## src/rtl/bus_arbiter_rr.sv

```systemverilog
`default_nettype none
// +------------------------------------------------------------------------+
// | Module   : bus_arbiter_rr                                              |
// | Purpose  : Single-bus arbiter for NUM_MASTERS masters. Round-robin or  |
// |            fixed-priority selection, one-cold active-low grants, and   |
// |            zero-bubble handover on transfer completion.                |
// | Options  : BUS_ARB_TIMEOUT_EN - when defined, builds an owned-cycle    |
// |            counter that forces release after TIMEOUT_CYC cycles and    |
// |            pulses timeout_err; when undefined timeout_err is tied 0.   |
// | Revision : 1.0 - initial release                                       |
// +------------------------------------------------------------------------+
module bus_arbiter_rr #(
   parameter  int NUM_MASTERS = 4,
   parameter  int FIXED_PRIO  = 0,
   parameter  int TIMEOUT_CYC = 255,
   localparam int OW          = (NUM_MASTERS > 2) ? $clog2(NUM_MASTERS) : 1
) (
   input  logic                   bus_clk,
   input  logic                   bus_rstn,
   input  logic [NUM_MASTERS-1:0] m_reqn,
   input  logic                   s_asn,
   input  logic                   m_rdy,
   output logic [NUM_MASTERS-1:0] m_grntn,
   output logic [OW-1:0]          owner,
   output logic                   bus_busy,
   output logic                   timeout_err
);

   typedef enum logic [1:0] {
      IDLE  = 2'd0,
      GRANT = 2'd1,
      XFER  = 2'd2
   } state_t;

   state_t                 state_q, state_d;
   logic [NUM_MASTERS-1:0] grntn_q, grntn_d;
   logic [OW-1:0]          owner_q, owner_d;
   logic [OW-1:0]          ptr_q,   ptr_d;
   logic                   busy_q,  busy_d;
   logic [NUM_MASTERS-1:0] req;
   logic                   rearb;
   logic                   tmo_hit;
   logic                   win_found;
   logic [OW-1:0]          win_idx;

   // Returns {found, index}. Round-robin scans upward from start with
   // wrap; fixed priority always scans from index 0.
   function automatic logic [OW:0] pick(input logic [NUM_MASTERS-1:0] r,
                                        input logic [OW-1:0]          start);
      logic          found;
      logic [OW-1:0] idx;
      int            j;
      found = 1'b0;
      idx   = '0;
      for (int i = 0; i < NUM_MASTERS; i++) begin
         j = (FIXED_PRIO != 0) ? i : int'(start) + i;
         if (j >= NUM_MASTERS) j = j - NUM_MASTERS;
         if (!found && r[j]) begin
            found = 1'b1;
            idx   = OW'(j);
         end
      end
      return {found, idx};
   endfunction

   // Next-state logic: decides when to (re)arbitrate and what to grant.
   always_comb begin
      req                  = ~m_reqn;
      {win_found, win_idx} = pick(req, ptr_q);
      state_d = state_q;
      grntn_d = grntn_q;
      owner_d = owner_q;
      ptr_d   = ptr_q;
      rearb   = 1'b0;

      case (state_q)
         IDLE:  rearb = 1'b1;
         GRANT: begin
            // forced release outranks a late address strobe
            if (tmo_hit)                rearb   = 1'b1;
            else if (!s_asn)            state_d = XFER;
            else if (m_reqn[owner_q])   rearb   = 1'b1;
         end
         XFER:  if (m_rdy || tmo_hit) rearb = 1'b1;
         default: state_d = IDLE;
      endcase

      if (rearb) begin
         if (win_found) begin
            state_d = GRANT;
            grntn_d = ~({{(NUM_MASTERS-1){1'b0}}, 1'b1} << win_idx);
            owner_d = win_idx;
            ptr_d   = (win_idx == OW'(NUM_MASTERS - 1)) ? '0 : win_idx + 1'b1;
         end else begin
            // owner keeps the last winner while idle
            state_d = IDLE;
            grntn_d = '1;
         end
      end

      busy_d = ~&grntn_d;
   end

   // State and registered outputs; reset releases the bus immediately.
   always_ff @(posedge bus_clk or negedge bus_rstn) begin
      if (!bus_rstn) begin
         state_q <= IDLE;
         grntn_q <= '1;
         owner_q <= '0;
         ptr_q   <= '0;
         busy_q  <= 1'b0;
      end else begin
         state_q <= state_d;
         grntn_q <= grntn_d;
         owner_q <= owner_d;
         ptr_q   <= ptr_d;
         busy_q  <= busy_d;
      end
   end

   assign m_grntn  = grntn_q;
   assign owner    = owner_q;
   assign bus_busy = busy_q;

`ifdef BUS_ARB_TIMEOUT_EN
   logic [15:0] cnt_q, cnt_d;
   logic        tmo_q, tmo_d;

   // Counter reaching TIMEOUT_CYC-1 means this edge is the limit edge.
   assign tmo_hit = (state_q != IDLE) && (cnt_q == 16'(TIMEOUT_CYC - 1));

   // Owned-cycle counter: clears on any arbitration, counts while owned.
   always_comb begin
      cnt_d = cnt_q;
      if (rearb)                 cnt_d = '0;
      else if (state_q != IDLE)  cnt_d = cnt_q + 16'd1;
      // a normal completion on the limit edge is not an error
      tmo_d = tmo_hit && !((state_q == XFER) && m_rdy);
   end

   // Counter and error-pulse registers.
   always_ff @(posedge bus_clk or negedge bus_rstn) begin
      if (!bus_rstn) begin
         cnt_q <= '0;
         tmo_q <= 1'b0;
      end else begin
         cnt_q <= cnt_d;
         tmo_q <= tmo_d;
      end
   end

   assign timeout_err = tmo_q;
`else
   assign tmo_hit     = 1'b0;
   assign timeout_err = 1'b0;
`endif

endmodule
`default_nettype wire

```

## config.mk

```make
export PLATFORM = sky130hd
export DESIGN_NAME = bus_arbiter_rr
export DESIGN_NICKNAME = d
export VERILOG_FILES = /design/src/rtl/bus_arbiter_rr.sv
export SDC_FILE = /design/constraint.sdc
export NUM_CORES = 1
export LEC_CHECK = 0
export CAP_MARGIN = 5
export CORE_MARGIN = 1.5
export CORE_UTILIZATION = 44
export CTS_CLUSTER_DIAMETER = 150
export DETAILED_ROUTE_END_ITERATION = 10
export PLACE_DENSITY_LB_ADDON = 0.1
export SYNTH_ARGS = -nofsm -noshare
export SYNTH_HDL_FRONTEND = slang
export SYNTH_SLANG_ARGS = --single-unit
```

## constraint.sdc

```tcl
create_clock -name bus_clk -period 2.5 [get_ports bus_clk]
set_clock_uncertainty 0.2 [all_clocks]
set_input_delay 0.375 -clock bus_clk [delete_from_list [all_inputs] [get_ports bus_clk]]
set_output_delay 0.375 -clock bus_clk [all_outputs]
set_load 0.1 [all_outputs]
```

## Word-level counts from Yosys, hierarchy flattened

Index checks and enable logic that the tools add are counted.

| operators by class | value |
|---|---|
| reduce and logical (&&, ||, !) cells | 12 |
| shift operators | 1 |
| bitwise logic cells | 2 |
| add/subtract/negate cells | 8 |
| equal/unequal tests | 5 |
| mux-type cells | 37 |
| order comparisons | 9 |

Operators with widths:

| cell | number |
|---|---|
| $lt A32 B4 Y1 const B | 4 |
| $mux W32 | 4 |
| $mux W1 | 17 |
| $mux W2 | 7 |
| $sub A3 B3 Y4 const B | 3 |
| $bmux W1 S2 | 5 |
| $ge A3 B3 Y1 const B | 3 |
| $mux W4 | 2 |
| $not A4 Y4 | 2 |
| $add A2 B2 Y3 const B | 2 |
| $eq A2 B2 Y1 const B | 2 |
| $logic_not A1 Y1 | 4 |
| $pmux W2 S2 | 1 |
| $reduce_and A2 Y1 | 2 |
| $reduce_and A4 Y1 | 1 |
| $shl A1 B2 Y4 const A | 1 |
| $sub A2 B3 Y4 const B | 1 |
| $add A2 B1 Y3 const B | 1 |
| $ge A2 B3 Y1 const B | 1 |
| $logic_and A1 B1 Y1 | 3 |
| $lt A2 B3 Y1 const B | 1 |
| $ne A3 B3 Y1 const B | 1 |
| $pmux W1 S3 | 1 |
| $add A2 B1 Y2 const B | 1 |
| other kinds (4) | 4 |

| word-level totals | value |
|---|---|
| bits in registers | 11 |
| input bits | 8 |
| logic and storage cells | 79 |

## Depth between registers and ports, before layout

| logic depth | value |
|---|---|
| word-level depth | 21 |
| gate-level depth with buffers | 7 |
| mapped depth without buffers | 7 |

## Worst setup path after synthesis

No wires, ideal clock.

| timing | value |
|---|---|
| path kind | register to register |
| start | register owner_q[0], in the netlist owner[0] |
| end | register owner_q[0], in the netlist owner[0] |
| setup slack | -0.054 ns |
| cell stages (with the launch flop) | 5 |
| data required time | 2.174 ns |
| arrival time | 2.227 ns |
| cells stage by stage | dfrtp_1 > mux2_2 > and3_4 > o31ai_4 > mux2_2 |

| between the ends | value |
|---|---|
| cells in the longest elaborated chain, start to end | 6 |

Ends and longest elaborated chain:

| what | RTL line | source |
|---|---|---|
| start, declared | 37 | `logic [OW-1:0] owner_q, owner_d;` |
| start signal, assigned | 115 | `owner_q <= owner_d;` |
| $bmux W1 S2 | 82 | `else if (m_reqn[owner_q]) rearb = 1'b1;` |
| $mux W1 (implied by the code) | 82 |  |
| $mux W1 | 82 |  |
| $mux W1 | 81 | `else if (!s_asn) state_d = XFER;` |
| $pmux W1 S3 | 76 | `case (state_q)` |
| $reduce_and A2 Y1 (no source line) | - |  |

Every way passes these cells. The select of a mux whose other input is x is not followed.
A chain may end at the register's enable or synchronous reset.

## Worst setup path after layout

| timing | value |
|---|---|
| start | input m_reqn[3] |
| end | register busy_q, in the netlist bus_busy |

| between the ends | value |
|---|---|
| cells in the longest elaborated chain, start to end | 20 |
| elaborated cells on any way between the ends | 38 |

Ends and longest elaborated chain:

| what | RTL line | source |
|---|---|---|
| start, declared | 20 | `input logic [NUM_MASTERS-1:0] m_reqn,` |
| $not A4 Y4 (*) | 68 | `req = ~m_reqn;` |
| $bmux W1 S2 | 58 | `if (!found && r[j]) begin` |
| $mux W1 (implied by the code) (2 in series) | 58 |  |
| $mux W1 | 58 |  |
| $logic_not A1 Y1 | 58 |  |
| $logic_and A1 B1 Y1 | 58 |  |
| $mux W1 | 58 |  |
| $logic_not A1 Y1 | 58 |  |
| (+5 left out) | - |  |
| net win_idx[0] | 44 | `logic [OW-1:0] win_idx;` |
| $shl A1 B2 Y4 (*) | 91 | `grntn_d = ~({{(NUM_MASTERS-1){1'b0}}, 1'b1} << win_idx);` |
| $not A4 Y4 (*) | 91 |  |
| $mux W4 (*) | 89 | `if (win_found) begin` |
| $mux W4 (*) | 88 | `if (rearb) begin` |
| $reduce_and A4 Y1 (*) | 101 | `busy_d = ~&grntn_d;` |
| $logic_not A1 Y1 (*) | 101 |  |
| net busy_d | 39 | `logic busy_q, busy_d;` |
| end signal, assigned | 117 | `busy_q <= busy_d;` |
| end, declared | 39 |  |

Mark *: on every way through the listed nets, which the timed path passes. The rest lies on a longest branch. The select of a mux whose other input is x is not followed.

==> flow_metrics.py <==
metrics = {
    "outcome": {
        "status": "finished, final reports clean",
    },
    "cells_and_area": {
        "fillers": 122,
        "area_delta_synth_final_pct": 31.3,
        "final_cell_area_um2": 935,
        "antenna_cells": 0,
        "nets": 102,
        "layout-drive-gt1-share_pct": 41.6,
    },
    "yosys": {
        "yosys_warnings": 0,
        "ys_seq_area_share_pct": 39.4,
        "synth_cell_types": 29,
        "netlist_instances": 64,
        "ys_seq_elements": 11,
        "syn-num-nets": 76,
        "syn_area_um2": 712,
        "syn_avg_cell_area_um2": 11.1,
    },
    "sta": {
        "final.period_utilization_pct": 92.9,
        "hold_viol": 0,
        "drv_slew": 0,
        "relSlewSlack_pct": 66.0,
        "worst_pin_slew_ns": 0.508,
        "rsz0062_at_grt": "false",
        "min_period_ns": 2.32,
        "max_freq_mhz": 431,
        "holdWs_ns": 0.240,
        "worst_slack_ns": 0.179,
        "setup_viol": 0,
    },
    "clocking": {
        "clkTransAtPathRegs_ns": 0.07,
        "cts_buffer_depth": 2,
        "cts_sinks": 11,
        "clock_latency_ns": 0.27,
        "post_cts_buffers": 0,
        "cts_tree": "yes",
        "cts-root-buf": "clkbuf_4",
        "htreeDepth": 1,
        "cts_hold_buf": 0,
        "cts_resized": 0,
        "cts_buffers": 3,
    },
    "detailed_routing": {
        "postRouteAntennaNets": 0,
        "wl_per_cell_um": 13.7,
        "via_per_inst": 5.41,
        "drt_wl_total_um": 1440,
        "first_pass_iters": 3,
        "drt_iter0_markers": 8,
        "vias": 568,
        "drcViolationCount": 0,
    },
    "hold_path": {
        "worstHoldPathType": "input port to async pin",
    },
    "critical_path": {
        "critPathRequiredTime_ns": 2.44,
        "crit_path_start_kind": "input port",
        "endpoint_kind": "flip-flop",
        "worstReg2RegStart": "ptr_q[0]$_DFFE_PN0P_",
        "cp.arrival_ns": 2.26,
        "startpoint": "m_reqn[3]",
        "critical_path_class": "input port to flip-flop",
        "crit_fanout": 6,
    },
    "flow_run": {
        "maxCapViolCount": 0,
    },
    "place": {
        "dpl.hpwl_um": 1120,
        "io_buffer_count": 14,
        "dp_slack_ns": -0.106,
        "dpl_cell_area_um2": 908,
        "gp_congestion": 0.734,
    },
    "global_route": {
        "antenna_found_initial": 0,
        "grt_max_degree": 12,
        "grt_remaining_overflow": 0,
        "grt_pass1_wl_um": 2480,
        "track_usage_pct": 18.5,
        "grt_pass1_vias": 572,
    },
    "floorplan": {
        "initial_core_util_pct": 47.3,
        "io_pins": 16,
        "die_w_um": 43.2,
        "dieArea_um2": 1870,
        "die_y_um": 43.2,
        "core_um2": 1510,
        "fp-row-count": 14,
    },
}
placed cells by master, fill, tap and decap left out:
cell,count
nor2_1,2
buf_4,15
a31oi_1,1
nand2_1,10
mux4_1,1
dfstp_2,4
nor3_4,1
a32oi_1,1
a21o_1,1
clkdlybuf4s50_1,7
and4_1,1
nor2b_2,1
nand3_1,1
and3_1,1
ha_1,4
inv_1,3
conb_1,1
dfrtp_2,1
mux2i_1,3
nand2b_1,1
dfrtp_1,6
nor2b_1,1
o21ai_0,3
clkbuf_1,1
nand4_1,1
o41ai_1,1
mux2_2,8
and3_4,1
nor3b_2,1
or2_2,1
or3_1,1
clkbuf_4,3
o31ai_4,1
final timing paths:
path / endpoint / slack [ns] / cells after the start
min reg2reg: state_q[1]$_DFFE_PN0P_ / 0.36 / 1
min in group bus_clk: state_q[1]$_DFFE_PN0P_ / 0.36 / 1
max reg2reg: bus_busy$_DFF_PN0_ / 0.30 / 6
max: bus_busy$_DFF_PN0_ / 0.18 / 7
max in group asynchronous: owner[0]$_DFFE_PN0P_ / 1.49 / 1
min: state_q[0]$_DFFE_PN0P_ / 0.24 / 1
cells in the mapped netlist:
cell type,n,share of area [%]
a21o_1,1,1.1
a31oi_1,1,0.88
a32oi_1,1,1.2
and3_1,1,0.88
and3_4,1,1.6
and4_1,1,1.2
buf_4,1,1.1
conb_1,1,0.53
dfrtp_1,7,25
dfstp_2,4,15
ha_1,4,7.0
inv_1,3,1.6
mux2_2,8,13
mux2i_1,3,4.2
mux4_1,1,3.7
nand2_1,10,5.3
nand2b_1,1,0.88
nand3_1,1,0.70
nand4_1,1,0.88
nor2_1,2,1.1
nor2b_1,1,0.88
nor2b_2,1,1.2
nor3_4,1,2.3
nor3b_2,1,1.8
o21ai_0,3,2.1
o31ai_4,1,3.0
o41ai_1,1,1.2
or2_2,1,0.88
or3_1,1,0.88
logic make-up after synthesis:
logic type	after synthesis	synth area share, %
other	1	0.527
adders and majority gates	4	7.03
DFF	11	39.4
AOI/OAI and AO/OA	8	9.49
buffers and inverters	4	2.64
muxes	12	20.6
and+or+nand+nor	24	20.4
state kept, by name, summed over array words and instances (netlist names):
signal	count
ptr_q	2
state_q	2
bus_busy	1
m_grntn	4
owner	2
layout make-up:
class / count / area [um2] / share of cell area, %
multi-input cells: 49 / 413 / 44.2
flip-flops and latches: 11 / 282 / 30.1
repair buffers: 22 / 183 / 19.5
clock buffers: 4 / 26.3 / 2.81
well taps: 16 / 20.0 / 2.14
inverters: 3 / 11.3 / 1.20
worst max-delay path, cell delays in order:
cell	delay, ns
clkdlybuf4s50_1	0.51
o21ai_0	0.28
and3_1	0.29
inv_1	0.08
ha_1	0.19
o41ai_1	0.40
mux2i_1	0.13
per-stage QoR:
stage                     setup TNS, ns  utilization [%]  std cells
after floorplan                       0                -         64
after global placement          -0.0617             60.3        101
after detailed placement         -0.106             60.3        101
after CTS                             0             62.0        105
after global routing                  0             62.0        105
final                                 0             62.0        105
layer usage:
layer / global-route usage, % / share of wire [%] / up-vias
met5: 0 / 0 / -
met3: 5.96 / 3.3 / 2
li1: - / - / 282
met2: 29.6 / 50 / 6
met1: 21.3 / 46 / 278
met4: 10.9 / 0.69 / 0
Power is left out: the tool's default activity adds up to more than one toggle a clock period on the data nets, which glitch-free logic cannot reach.
